### config.mk
export PLATFORM = sky130hd
export DESIGN_NAME = mem_port_arbiter
export DESIGN_NICKNAME = d
export VERILOG_FILES = /design/src/rtl/mem_port_arbiter.sv
export SDC_FILE = /design/constraint.sdc
export NUM_CORES = 1
export LEC_CHECK = 0
export ABC_CLOCK_PERIOD_IN_PS = 7600
export BUFFER_PORTS_ARGS = -buffer_cell sky130_fd_sc_hd__buf_2
export CELL_PAD_IN_SITES_DETAIL_PLACEMENT = 0
export CELL_PAD_IN_SITES_GLOBAL_PLACEMENT = 1
export CORE_MARGIN = 1.5
export CORE_UTILIZATION = 32
export DETAILED_ROUTE_END_ITERATION = 8
export PLACE_DENSITY_LB_ADDON = 0.1
export SKIP_CTS_REPAIR_TIMING = 1
export SLEW_MARGIN = 10
export SYNTH_ARGS = -nofsm -noshare
export SYNTH_HDL_FRONTEND = slang
export SYNTH_SLANG_ARGS = --single-unit
### constraint.sdc
create_clock -name clk -period 7.6 [get_ports clk]
set_clock_uncertainty 0.2 [all_clocks]
set_input_delay 1.9 -clock clk [delete_from_list [all_inputs] [get_ports clk]]
set_output_delay 1.9 -clock clk [all_outputs]
set_load 0.05 [all_outputs]
### src/rtl/mem_port_arbiter.sv
// rtl/mem_port_arbiter.sv - shares one synchronous-read memory port between fetch and load/store
module mem_port_arbiter #(
  parameter int ADDR_W     = 32,
  parameter int MEM_LAT    = 1,
  parameter bit D_PRIORITY = 1'b1
) (
  input  logic              clk,
  input  logic              rst,
  input  logic              if_req,
  input  logic [ADDR_W-1:0] if_addr,
  output logic              if_gnt,
  output logic              if_rvalid,
  output logic [31:0]       if_rdata,
  input  logic              d_req,
  input  logic              d_we,
  input  logic [ADDR_W-1:0] d_addr,
  input  logic [31:0]       d_wdata,
  input  logic [3:0]        d_wstrb,
  output logic              d_gnt,
  output logic              d_rvalid,
  output logic [31:0]       d_rdata,
  output logic              mem_en,
  output logic [3:0]        mem_we,
  output logic [ADDR_W-1:0] mem_addr,
  output logic [31:0]       mem_wdata,
  input  logic [31:0]       mem_rdata,
  output logic              busy
);

  generate
    if (MEM_LAT < 1 || MEM_LAT > 4) begin : g_bad_mem_lat
      $error("mem_port_arbiter: MEM_LAT must be in 1..4");
    end
  endgenerate

  localparam logic [0:0] S_IDLE = 1'b0;
  localparam logic [0:0] S_WAIT = 1'b1;
  localparam logic [1:0] LAT_LAST = 2'(MEM_LAT - 1);

  logic [0:0] state;
  logic [1:0] cnt;
  logic       owner_d;
  logic       last_d;
  logic       can_grant;
  logic       pick_d;
  logic       start_read;

  // Grants are suppressed while reset is held so every output reads zero in reset.
  assign can_grant = (state == S_IDLE) && !rst;

  always_comb begin
    pick_d = 1'b0;
    if (D_PRIORITY)
      pick_d = d_req;
    else if (d_req && if_req)
      pick_d = !last_d;
    else
      pick_d = d_req;
  end

  assign d_gnt      = can_grant && d_req && pick_d;
  assign if_gnt     = can_grant && if_req && !pick_d;
  assign mem_en     = d_gnt || if_gnt;
  assign mem_addr   = d_gnt ? d_addr : (if_gnt ? if_addr : '0);
  assign mem_we     = (d_gnt && d_we) ? d_wstrb : 4'b0000;
  assign mem_wdata  = mem_en ? d_wdata : 32'h0;
  assign start_read = if_gnt || (d_gnt && !d_we);
  assign busy       = (state == S_WAIT);

  always_ff @(posedge clk or posedge rst) begin
    if (rst) begin
      state     <= S_IDLE;
      cnt       <= 2'd0;
      owner_d   <= 1'b0;
      last_d    <= 1'b0;
      if_rvalid <= 1'b0;
      d_rvalid  <= 1'b0;
      if_rdata  <= 32'h0;
      d_rdata   <= 32'h0;
    end else begin
      if_rvalid <= 1'b0;
      d_rvalid  <= 1'b0;
      if (mem_en)
        last_d <= d_gnt;
      case (state)
        S_IDLE: begin
          if (start_read) begin
            state   <= S_WAIT;
            cnt     <= 2'd0;
            owner_d <= d_gnt;
          end
        end
        S_WAIT: begin
          // Memory data is valid during the last WAIT cycle; capture it at its closing edge.
          if (cnt == LAT_LAST) begin
            state <= S_IDLE;
            cnt   <= 2'd0;
            if (owner_d) begin
              d_rvalid <= 1'b1;
              d_rdata  <= mem_rdata;
            end else begin
              if_rvalid <= 1'b1;
              if_rdata  <= mem_rdata;
            end
          end else begin
            cnt <= cnt + 2'd1;
          end
        end
        default: state <= S_IDLE;
      endcase
    end
  end

endmodule

==> metrics.md <==
| Metric | Value |
|---|---|
| Synth Register Bits | 70 |
| Pre-CTS setup slack | 1800 ps |
| Syn nets | 382 |
| Finished Cell Area | 5130 um^2 |
| Largest family of logic cells by synthesized area | multiplexers |
| Area growth, synth to finish | 44.0% |
| Internal | about 1.1 mW |
| Clk buf depth | 2 |
| Die X | ~110 um |
| Initial DRT Pass Iterations | 4 |
| Reg2Reg Setup Slack | about 5400 ps |
| Simple-gate area share of the yosys netlist | 0.0902 |
| CP startpoint kind | input pin |
| RD Place Congestion | around 0.78 |
| Layout cells sized above 1 | 0.703 |
| GRT Overall Usage | 0.180 |
| Crit-path leading delay family | simple AND/OR/NAND/NOR gates |
| Post-synth EDFFs | 0 |
| Post-DP Area | 4960 um^2 |
| Comb pwr share | 0.619 |
| Vias in the first global route | 2909 |
| Slew Limit Fails | 0 |
| Min-delay worst type | register to register |
| LEAKAGE | 2.99 nW |
| Buf+Inv Stages, Crit Path | 3 |
| DRC viols | 0 |
| Ranking of synthesized cells by area | dfrtp_1 (49%), mux2_4 (24%), a22o_1 (7.9%) |
| Seq pwr share | 0.275 |
| Top FF cell, synth | dfrtp_1 |
| Slowest-stage cell, CP | nor3_4 |
| Initial Util | 0.329 |
| Mapped Cells | around 240 |
| PnR Total Power | 2.40 mW |
| Largest net degree at the start of global routing | between 70 and 80 |
| Num ports | 275 |
| Root buffer cell | clkbuf_8 |
| Final min period | 5540 ps |
| Setup ws final | 2060 ps |
| Slew margin rel. | 0.414 |
| Global route overflow | 0 |
| Seq/Total Area, Yosys | 0.491 |
| Clock Sinks | 70 |
| DR vias | 2987 |
| Peak supply drop | 0.235 mV |
| Standard-cell rows | 38 |
| WL/cell | 16.5 um |
| Fin crit share | 0.729 |
| RSZ-0062 raised after global routing | false |
| CTS tree | done |
| Outcome | completed |
| Largest fanout on the critical path | 18 |
| PortBufs | 274 |
| Mapped Area | 3570 um^2 |
| CP cell instances | buf_2 -> nand2b_4 -> nor3_4 -> buf_6 -> a22o_1 -> buf_2 |
| Slew @ Worst Pin | 879 ps |
| Post-Route Utilization | 0.474 |
| CP peak stage delay | between 500 and 600 ps |
| # placed instances | 642 |
| Post-Route WL | about 11000 um |
| Switching share of total power | 0.522 |
| Synth Area in Compound Gates | 0.0888 |
| First-pass GRT wire length | 16000 um |
| Switching power | 1.25 mW |
| Max Cap Viol | 0 |
| Asr flop ratio synth | 1.00 |
| Final setup vio count | 0 |
| Clock latency on the worst-skew pair | 330 ps |
| Largest area contributor in the netlist | dfrtp_1 |
| Initial antenna violation count | 0 |
| Avg Cell Area, Syn | 14.7 um^2 |
| Share of the synthesized area in the top cell type | 0.491 |
| XOR/XNOR share of the synthesized area | 0 |
| TritonCTS Buffers | 9 |
| Finished Layout Cells | approximately 660 |
| CP Data Required Time | around 5500 ps |
| Clock group share of total power | 0.106 |
| Hold WS | 303 ps |
| Post-DRT Antenna Nets | 0 |
| CP Class | input pin to primary output |
| Antenna Cells | 0 |
| Mux contribution to synthesized area | 0.269 |
| Fillcell total | 1031 |
| Crit path arrival time | 3440 ps |
| Worst-path clk slew | ~70 ps |
| Final Hold Vio Count | 0 |
| Setup crit end kind | primary output |
| TNS Setup | 0 ps |
| Vias per cell | 4.54 |
| Distinct cells, synth | 25 |
| Core area | 10800 um^2 |
| YS warnings | 0 |
| Fmax | approximately 180 MHz |
| Final net count | 653 |
| CP dominant cell by count | buf_2 |
| Synthesized-area fraction occupied by adder cells | 0.00702 |
| Die Span Y | 109 um |
| # H-tree levels | 3 |
| Drt initial violations | 102 |
| Power Density | 468 nW/um^2 |
| DPL Wire Length | about 8300 um |
| Die area | about 12000 um^2 |
## final timing paths
path,end,startpoint,cells past startpoint
min in group asynchronous,owner_d,rst,3
max reg2reg,d_rdata[8],busy,2
min reg2reg,if_rdata[16],if_rdata[16],1
max,mem_addr[28],d_req,6
min,if_rdata[16],if_rdata[16],1
max in group asynchronous,if_rdata[23],rst,3
## layer usage
| layer | share of wire | vias up | GRT usage |
|---|---|---|---|
| met4 | 0.016 | 0 | 0.0602 |
| met5 | 0 | - | 0 |
| met2 | 0.50 | 148 | 0.317 |
| li1 | - | 1401 | - |
| met1 | 0.41 | 1426 | 0.218 |
| met3 | 0.073 | 12 | 0.0368 |
## cells in the final DEF, fill, tap and decap left out, types with 3 or more instances in the layout
cell	n
a22o_1	32
and2_1	32
and3_1	4
buf_2	274
clkbuf_8	9
clkinv_2	3
dfrtp_1	70
inv_1	6
mux2_2	6
mux2_4	58
## final cells by class
type	count	area [um^2]	share of cell area
clock inverter	6	38.8	0.00756
clock buffer	9	124	0.0241
inverter	8	32.5	0.00634
timing repair buffer	276	1390	0.271
sequential	70	1750	0.341
multi-input combinational	149	1620	0.316
tap	140	175	0.0341
## synthesized netlist by cell type, types with 2 or more instances
master / n
nor2_1: 2
and3_1: 4
ha_1: 2
mux2_2: 6
nand3_4: 2
inv_1: 7
a22o_1: 32
dfrtp_1: 70
mux2i_1: 2
buf_6: 13
mux2_4: 58
and2_1: 32
## logic make-up after synthesis
group,after synthesis
AO/OA/AOI/OAI,36
adder cells (fa/ha/maj),2
buffers and inverters,24
flip-flops,70
multiplexers,66
AND/OR/NAND/NOR,45
## power by group through the flow
stage          Sequential [mW]  Combinational, mW  Clock [mW]
6_report                 0.660               1.49       0.256
2_1_floorplan             1.29              0.548           0
5_1_grt                  0.685               1.55       0.282
3_5_place_dp             0.664               1.50           0
4_1_cts                  0.661               1.50       0.267
3_3_place_gp             0.655               1.49           0
## sequential cells by signal, summed over array words and instances (netlist names)
register   cells
d_rdata       32
if_rdata      32
cnt            2
if_rvalid      1
d_rvalid       1
busy           1
owner_d        1
No activity file was read; power rests on OpenSTA's default activity.
